`config.mk`:
```
export PLATFORM = sky130hd
export DESIGN_NAME = led_bank_arbiter
export DESIGN_NICKNAME = d
export VERILOG_FILES = /design/src/rtl/led_arb_pkg.sv /design/src/rtl/led_tick_gen.sv /design/src/rtl/led_bank_arbiter.sv
export SDC_FILE = /design/constraint.sdc
export NUM_CORES = 1
export LEC_CHECK = 0
export CORE_UTILIZATION = 45
export DETAILED_ROUTE_END_ITERATION = 16
export PLACE_DENSITY = 0.75
export SETUP_SLACK_MARGIN = 0.3
export SYNTH_ARGS = -nofsm -noshare
export SYNTH_HDL_FRONTEND = slang
export SYNTH_SLANG_ARGS = --single-unit
```
`constraint.sdc`:
```
create_clock -name clk100m -period 2.5 [get_ports clk100m]
set_clock_uncertainty 0.1 [all_clocks]
set_input_delay 0.5 -clock clk100m [delete_from_list [all_inputs] [get_ports clk100m]]
set_output_delay 0.5 -clock clk100m [all_outputs]
set_load 0.02 [all_outputs]
```
`src/rtl/led_arb_pkg.sv`:
```
// rtl/led_arb_pkg.sv - shared types, widths and round-robin pick for the LED bank arbiter
package led_arb_pkg;

  localparam int LED_W   = 16;
  localparam int MAX_REQ = 8;
  localparam int OWNER_W = 3;

  typedef enum logic [1:0] {
    IDLE   = 2'd0,
    GRANT  = 2'd1,
    SWITCH = 2'd2
  } arb_state_t;

  typedef struct packed {
    logic               found;
    logic [OWNER_W-1:0] idx;
  } rr_pick_t;

  // Scans n requesters beginning at start (wrapping); the first asserted request wins.
  function automatic rr_pick_t rr_pick(input logic [MAX_REQ-1:0] req,
                                       input int start,
                                       input int n);
    rr_pick_t r;
    int idx;
    logic [OWNER_W-1:0] sel;
    r = '0;
    for (int i = 0; i < MAX_REQ; i++) begin
      idx = (start + i) % n;
      sel = idx[OWNER_W-1:0];
      if (i < n && !r.found && req[sel]) begin
        r.found = 1'b1;
        r.idx   = sel;
      end
    end
    return r;
  endfunction

endpackage

```
`src/rtl/led_tick_gen.sv`:
```
// rtl/led_tick_gen.sv - free-running prescaler with synchronous clear and one-cycle tick
module led_tick_gen #(
  parameter int TICK_DIV = 50000000
) (
  input  logic clk100m,
  input  logic rst_n,
  input  logic clr,
  output logic tick
);

  logic [31:0] cnt;

  assign tick = (cnt == 32'(TICK_DIV - 1));

  always_ff @(posedge clk100m or negedge rst_n) begin
    if (!rst_n) begin
      cnt <= '0;
    end else if (clr || tick) begin
      cnt <= '0;
    end else begin
      cnt <= cnt + 32'd1;
    end
  end

endmodule

```
`src/rtl/led_bank_arbiter.sv`:
```
// rtl/led_bank_arbiter.sv - round-robin LED bank arbiter with dwell timing; LED_ARB_IDLE_ROTATE_EN enables idle rotation
module led_bank_arbiter
  import led_arb_pkg::*;
#(
  parameter int NUM_REQ     = 4,
  parameter int TICK_DIV    = 50000000,
  parameter int DWELL_TICKS = 4
) (
  input  logic                       clk100m,
  input  logic                       rst_n,
  input  logic [NUM_REQ-1:0]         req,
  input  logic [LED_W*NUM_REQ-1:0]   pattern,
  output logic [NUM_REQ-1:0]         grant,
  output logic [OWNER_W-1:0]         owner,
  output logic                       busy,
  output logic [LED_W-1:0]           leds
);

  localparam int DW = $clog2(DWELL_TICKS + 1);
  localparam logic [DW-1:0] DWELL_LAST = DW'(DWELL_TICKS - 1);
`ifdef LED_ARB_IDLE_ROTATE_EN
  localparam logic [LED_W-1:0] LED_IDLE = 16'h0001;
`else
  localparam logic [LED_W-1:0] LED_IDLE = 16'h0000;
`endif

  arb_state_t           state;
  logic [OWNER_W-1:0]   last_owner;
  logic [DW-1:0]        dwell;
  logic                 tick;
  logic                 clr;
  logic [MAX_REQ-1:0]   req_ext;
  rr_pick_t             pick;
  logic [NUM_REQ-1:0]   win_onehot;
  logic [LED_W-1:0]     win_pat;
  logic [LED_W-1:0]     own_pat;

  led_tick_gen #(.TICK_DIV(TICK_DIV)) u_tick (
    .clk100m (clk100m),
    .rst_n   (rst_n),
    .clr     (clr),
    .tick    (tick)
  );

  // IDLE searches after the last owner; SWITCH searches after the owner just released.
  always_comb begin
    req_ext = '0;
    req_ext[NUM_REQ-1:0] = req;
    if (state == SWITCH) begin
      pick = rr_pick(req_ext, int'(owner) + 1, NUM_REQ);
    end else begin
      pick = rr_pick(req_ext, int'(last_owner) + 1, NUM_REQ);
    end
    clr        = (state != GRANT) && pick.found;
    win_onehot = {{(NUM_REQ-1){1'b0}}, 1'b1} << pick.idx;
    win_pat    = pattern[int'(pick.idx) * LED_W +: LED_W];
    own_pat    = pattern[int'(owner) * LED_W +: LED_W];
  end

  always_ff @(posedge clk100m or negedge rst_n) begin
    if (!rst_n) begin
      state      <= IDLE;
      grant      <= '0;
      owner      <= '0;
      busy       <= 1'b0;
      last_owner <= OWNER_W'(NUM_REQ - 1);
      dwell      <= '0;
      leds       <= LED_IDLE;
    end else if (clr) begin
      state      <= GRANT;
      grant      <= win_onehot;
      owner      <= pick.idx;
      last_owner <= pick.idx;
      busy       <= 1'b1;
      dwell      <= '0;
      leds       <= win_pat;
    end else begin
      case (state)
        IDLE: begin
`ifdef LED_ARB_IDLE_ROTATE_EN
          if (tick) begin
            leds <= {leds[LED_W-2:0], leds[LED_W-1]};
          end
`endif
        end
        GRANT: begin
          leds <= own_pat;
          // Release and dwell expiry lead to the same single SWITCH cycle.
          if (!req_ext[owner] || (tick && dwell == DWELL_LAST)) begin
            state <= SWITCH;
            grant <= '0;
          end else if (tick) begin
            dwell <= dwell + DW'(1);
          end
        end
        SWITCH: begin
          state <= IDLE;
          busy  <= 1'b0;
          leds  <= LED_IDLE;
        end
        default: begin
          state <= IDLE;
          grant <= '0;
          busy  <= 1'b0;
          leds  <= LED_IDLE;
        end
      endcase
    end
  end

endmodule

```
==> summary.txt, run 1 <==
Status: finished, final reports clean
Clk Latency, worst-skew pair: 0.35 ns
Register area share after synthesis: 37.2%
Die Wd: 98.4 um
Vias: 4055
Nets: 625
Fill count: 715
Final Non-Filler Cells: 665
Post-synth design cell area: 0.00418 sq mm
Post-synthesis instance total: 449
Relative slew slack: 61.4%
Critical Path Fanout Max: 18
Diode count: 0
Post-route setup slack: 0.359 ns
Layout area overhead: 36.4%
First-pass GRT wire length: 20200 um
Top post-synthesis cells by count: nand2_1 (65), dfrtp_1 (60), nor2_1 (44), inv_1 (22), xor2_1 (22)
Synth area leader: dfrtp_1
Pin count of the biggest net entering global routing: 63
Row count: 34
Main synth FF type: dfrtp_1
Register clock-pin slew on the reported worst setup and hold paths: 0.07 ns
Critical path type: input pin to flop
Post-synthesis net count: 522
Routability Congestion: 0.899
Worst EP required: 2.61 ns
R2R cell count: 6
Finish-stage setup viols: 0
Die Area: 0.00968 sq mm
Io pins: 94
Critical-path top delay cell: dlygate4sd2_1
Clock Path Buffers: 2
Design Area, Final: 0.00570 sq mm
Slew @ Worst Pin: 0.576 ns
Share of post-route cells with drive strength above 1: 16.5%
RSZ-0062 raised after global routing: yes
Peak supply drop: 0.535 mV
Hold Fails Final Rpt: 0
IO buf count: 92
Crit path time final: 2.14 ns
Hpwl dp: 9010 um
Critical Path Start Type: input pin
Ys Warns: 0
CTS Buf Count: 9
Slowest Stage Delay on Critical Path: 0.41 ns
GRT busiest layer: met2
Worst-path cell chain: dlygate4sd2_1 > a21bo_2 > a21oi_1 > o21ai_2 > and2_1 > buf_12 > a41oi_1 > o211ai_1
Post-synthesis register bit count: 62
Effective utilization at floorplan: 47.3%
Remaining DRCs: 0
CP arrival: 2.25 ns
Clock sink count: 62
Max Cap Violations: 0
Vias per inst: 6.10
Vias in the first global route: 4136
Core ar.: 0.00885 sq mm
Place WS: -0.244 ns
Total wire length: 12500 um
Avg Cell Area, Syn: 9.31 sq um
Final period util: 85.6%
CTS tree: done
Global route total overflow: 0
Drt pass-1 iters: 7
Top-area cell type share of the netlist area: 35.9%
CTS Hold Buffers Added: 0
GR Layer Usage met1: 33.0%
Fraction of registers with async set/reset: 100%
Die Y: 98.4 um
Top cells by area, synth: dfrtp_1 (36%), mux4_2 (9.2%), nand2_1 (5.8%), xor2_1 (4.6%), mux2i_1 (4.3%)
Critical path capture point type: flop
DR WL/cell: 18.8 um
DRT iter0 DRCs: 236
H-tree depth: 3
Fin. max-slew vios: 0
Number of synthesized flops with an enable pin: 0
Worst hold-check path type: input pin to async pin
FMAX: 467 MHz
Overall routing resource usage: 26.4%
Final ANT Viol Nets: 0
Leakage: 2.39 nW
Placed cell count: 646
Pwr/cell area: 1040 mW/mm^2
Initial antenna violation count: 0
Met3 Usage GRT: 5.37%
Root buffer cell: clkbuf_8
Distinct cells, synth: 54
Dpl cell area: 0.00538 sq mm
Most common cell in the netlist: nand2_1
Met2 usage: 45.2%
worst paths after layout:
kind                           startpoint            end  slack, ns
hold reg to reg                      busy           busy       0.39
setup / recovery                   req[3]       leds[10]       0.36
max in group asynchronous           rst_n  last_owner[1]       1.93
min in group clk100m                 busy           busy       0.39
setup reg to reg           u_tick.cnt[29]       grant[1]       0.42
hold / removal                      rst_n  u_tick.cnt[5]       0.05
report_power, final:
part           switching, mW  internal, mW  leakage [nW]
Sequential             0.202          1.26         0.809
Clock                  0.446         0.596         0.113
Combinational           1.80          1.61          1.46
timing repair:
item	CTS	global route
pin swaps	1	2
resized for setup	9	14
buffers inserted	1	2
setup endpoints to repair	55	56
layer usage:
| metal | routed length, um | vias up | share of wire [%] |
|---|---|---|---|
| met3 | 880 | 25 | 7.0 |
| met1 | 5000 | 1994 | 40 |
| met5 | 0 | - | 0 |
| met4 | 288 | 0 | 2.3 |
| met2 | 6320 | 201 | 51 |
| li1 | - | 1835 | - |
flip-flops by register name (all words and copies together) (netlist names):
register	flops
busy	1
dwell	3
grant	4
last_owner	2
leds	16
owner	2
state	2
u_tick.cnt	32
kinds of logic after synthesis:
family	count (synthesis)	synth area share [%]
muxes	35	13.5
buffers and inverters	55	5.86
xor gates and xnor gates	30	6.28
other	1	0.0897
DFF	62	37.2
AOI/OAI and AO/OA	92	16.3
and+or+nand+nor	171	20.0
adders and majority gates	3	0.898
critical path, delay by kind of cell:
kind / cells / cell delay [ns]
AOI/OAI and AO/OA: 5 / 0.97
buffers and inverters: 2 / 0.57
and+or+nand+nor: 1 / 0.20
through the flow:
step           hold WS (ns)  total power, mW  setup TNS, ns  utilization (%)
6_report             0.0526             5.92              0             64.5
5_1_grt              0.0784             6.24              0             64.5
4_1_cts              0.0662             5.89              0             63.7
3_5_place_dp          0.373             4.82          -3.43             60.7
3_3_place_gp          0.367             4.73          -2.11             60.7
2_1_floorplan         0.104             3.49              0                -
placed cells by master, fill, tap and decap left out, drive strengths merged, types with 9 or more instances in the layout:
cell | synthesis | layout
a221oi | 16 | 16
nand4 | 10 | 10
nand2 | 66 | 66
nor2 | 46 | 46
o211ai | 16 | 16
clkdlybuf4s50 | 0 | 86
buf | 20 | 32
mux4 | 17 | 17
mux2i | 18 | 18
nand3 | 13 | 13
xor2 | 22 | 22
dfrtp | 60 | 60
o21ai | 21 | 21
a41oi | 16 | 16
inv | 23 | 24
clkbuf | 11 | 11
a21oi | 9 | 9
cell type report:
| type | count | area (sq um) | area share (%) |
|---|---|---|---|
| clock inverters | 6 | 93.8 | 1.65 |
| multi-input cells | 332 | 2450 | 43.0 |
| well taps | 108 | 135 | 2.37 |
| inverters | 24 | 90.1 | 1.58 |
| repair buffers | 123 | 1240 | 21.7 |
| clock buffers | 10 | 138 | 2.41 |
| flip-flops and latches | 62 | 1560 | 27.3 |
No activity file was read; power rests on OpenSTA's default activity.
==> run 2, diff against run 1 <==
--- a/config.mk
+++ b/config.mk
@@ -5,8 +5,10 @@
 export SDC_FILE = /design/constraint.sdc
 export NUM_CORES = 1
 export LEC_CHECK = 0
+export CAP_MARGIN = 20
 export CORE_UTILIZATION = 45
 export DETAILED_ROUTE_END_ITERATION = 16
+export GPL_ROUTABILITY_DRIVEN = 0
 export PLACE_DENSITY = 0.75
 export SETUP_SLACK_MARGIN = 0.3
 export SYNTH_ARGS = -nofsm -noshare
==> results of run 2 <==
No change in the layout: final DEF, timing and power equal those of run 1.
==> run 3, diff against run 2 <==
--- a/config.mk
+++ b/config.mk
@@ -6,6 +6,7 @@
 export NUM_CORES = 1
 export LEC_CHECK = 0
 export CAP_MARGIN = 20
+export CORE_MARGIN = 2
 export CORE_UTILIZATION = 45
 export DETAILED_ROUTE_END_ITERATION = 16
 export GPL_ROUTABILITY_DRIVEN = 0
==> run 3 against run 2 <==
Effect of this change: first-iteration DRC count grew 45%; die area grew 4.1%; the run now ends with negative hold slack left; sequential power is essentially flat; non-clock buffer count grew 16; critical path type is now flop to flop; clock power shrank 11%; global-route usage shrank 2.8 points; combinational power grew 10%; routed wire length grew 1.2%; sequential cell count is the same; cell area grew 5.2%; worst setup slack lost 0.080 ns.
==> summary.txt, run 3 (synthesized netlist as in run 1, its figures left out) <==
Biggest regs: u_tick.cnt (32), leds (16), grant (4) (unchanged)
Fill count: 711 (was 715)
FMAX: 450 MHz (was 467 MHz)
Drt pass-1 iters: 5 (was 7)
RSZ-0062 raised after global routing: yes (unchanged)
Pwr/cell area: 1030 mW/mm^2 (was 1040 mW/mm^2)
Vias: 4143 (was 4055)
Failing checks: negative hold slack
Slowest Stage Delay on Critical Path: 0.46 ns (was 0.41 ns)
Clock Path Buffers: 2 (unchanged)
Critical-path top delay cell: dfrtp_1 (was dlygate4sd2_1)
Share of post-route cells with drive strength above 1: 22.2% (was 16.5%)
Worst Path Buf+Inv: 1 (was 2)
Clk Latency, worst-skew pair: 0.34 ns (was 0.35 ns)
Overall routing resource usage: 23.6% (was 26.4%)
Multi-input gate area: 0.00260 sq mm (was 0.00245 sq mm)
Post-route setup slack: 0.278 ns (was 0.359 ns)
Total chip power: 6.16 mW (was 5.92 mW)
Nets: 641 (was 625)
Critical path capture point type: flop (unchanged)
Crit path time final: 2.22 ns (was 2.14 ns)
First-pass GRT wire length: 19000 um (was 20200 um)
Register clock-pin slew on the reported worst setup and hold paths: 0.08 ns (was 0.07 ns)
DRT iter0 DRCs: 343 (was 236)
Io pins: 94 (unchanged)
Register Area: 0.00156 sq mm (unchanged)
IO buf count: 92 (unchanged)
CTS Buf Count: 9 (unchanged)
Final ANT Viol Nets: 0 (unchanged)
Finish-stage setup viols: 0 (unchanged)
Worst-path cell chain: nor2b_2 > o21ai_0 > a211o_2 > clkbuf_16 > a221oi_1 > a41oi_1 > o211ai_1 (was dlygate4sd2_1 > a21bo_2 > a21oi_1 > o21ai_2 > and2_1 > buf_12 > a41oi_1 > o211ai_1)
RR Endpoint: leds[14] (was grant[1])
Pin count of the biggest net entering global routing: 45 (was 63)
Relative slew slack: 62.6% (was 61.4%)
Worst EP required: 2.65 ns (was 2.61 ns)
Status: finished with violations (was finished, final reports clean)
Diode count: 0 (unchanged)
Worst r2r src: state[0] (was u_tick.cnt[29])
Total wire length: 12600 um (was 12500 um)
Hold Worst Slack: -0.00385 ns (was 0.0526 ns)
Critical Path Start Type: flop (was input pin)
Die Y: 100 um (was 98.4 um)
Core ar.: 0.00911 sq mm (was 0.00885 sq mm)
Root buffer cell: clkbuf_8 (unchanged)
H-tree depth: 3 (unchanged)
Place WS: -0.140 ns (was -0.244 ns)
Initial antenna violation count: 0 (unchanged)
Die Wd: 100 um (was 98.4 um)
Max reg flops: 32 (unchanged)
Vias in the first global route: 3920 (was 4136)
Final TNS setup: 0 ns (unchanged)
Hpwl dp: 8550 um (was 9010 um)
CTS tree: done (unchanged)
Cell family with most CP delay: compound AO/OA/AOI/OAI gates (unchanged)
Leakage: 2.50 nW (was 2.39 nW)
Final period util: 88.9% (was 85.6%)
Clock sink count: 62 (unchanged)
Most common cell after layout, fill and taps aside: clkdlybuf4s50_1 (unchanged)
Hold Fails Final Rpt: 11 (was 0)
CTS Hold Buffers Added: 0 (unchanged)
Vias per inst: 6.06 (was 6.10)
Critical path type: flop to flop (was input pin to flop)
DR WL/cell: 18.5 um (was 18.8 um)
Layout area overhead: 43.5% (was 36.4%)
Peak supply drop: 0.616 mV (was 0.535 mV)
Top reg by flops: u_tick.cnt (unchanged)
Remaining DRCs: 0 (unchanged)
Commonest non-fill, non-tap cells in the layout: clkdlybuf4s50_1 (87), nand2_1 (65), dfrtp_1 (58) (was clkdlybuf4s50_1 (86), nand2_1 (65), dfrtp_1 (58))
Row count: 35 (was 34)
FF-to-FF setup slack: 0.28 ns (was 0.42 ns)
Die Area: 0.0101 sq mm (was 0.00968 sq mm)
Critical Path Fanout Max: 8 (was 18)
R2R cell count: 7 (was 6)
Max Cap Violations: 0 (unchanged)
Fin. max-slew vios: 0 (unchanged)
Global route total overflow: 0 (unchanged)
Slew @ Worst Pin: 0.557 ns (was 0.576 ns)
Effective utilization at floorplan: 45.9% (was 47.3%)
Worst hold-check path type: input pin to async pin (unchanged)
CP arrival: 2.37 ns (was 2.25 ns)
run 3: cell type report:
| class | instances | share of cell area [%] |
|---|---|---|
| multi-input combinational | 332 | 43.3 |
| clock buffer | 10 | 2.29 |
| clock inverter | 6 | 1.17 |
| inverter | 24 | 1.50 |
| tap | 111 | 2.31 |
| timing repair buffer | 139 | 23.5 |
| sequential | 62 | 25.9 |
run 3: timing repair:
action / 4_1_cts / 5_1_grt
gates resized for setup: 5 / 42
setup endpoints to repair: 17 / 55
pin swaps: 1 / 8
endpoints found under the hold margin: 0 / 0
setup buffers: 0 / 8
gates cloned: 0 / 2
run 3: power by group:
group | switching [mW] | leakage (nW) | total [mW] | internal [mW]
combinational | 1.96 | 1.60 | 3.76 | 1.81
clock | 0.435 | 0.0951 | 0.927 | 0.492
sequential | 0.211 | 0.808 | 1.47 | 1.26
total | 2.60 | 2.50 | 6.16 | 3.56
run 3: worst max path at each step:
stage | slack (ns) | end | cells after the start | start
final | 0.28 | leds[14] | 7 | state[0]
after global routing | 0.16 | leds[14] | 7 | state[0]
after CTS | 0.30 | owner[1] | 1 | owner[1]
after detailed placement | -0.14 | leds[3] | 9 | req[1]
after global placement | -0.09 | leds[9] | 9 | req[1]
after floorplan | 0.34 | leds[10] | 8 | req[3]
run 3: routing by layer:
layer | GRT usage [%] | part of all wire (%)
met5 | 0 | 0
met4 | 9.59 | 3.1
met3 | 3.76 | 6.1
met2 | 37.4 | 48
met1 | 32.6 | 43
run 3: per-stage QoR:
step	utilization, %	instances	cell area [sq um]
floorplan	-	449	4180
global placement	60.1	658	5470
detailed placement	60.1	658	5470
CTS	62.5	674	5690
global route	65.9	684	6000
finish	65.9	684	6000
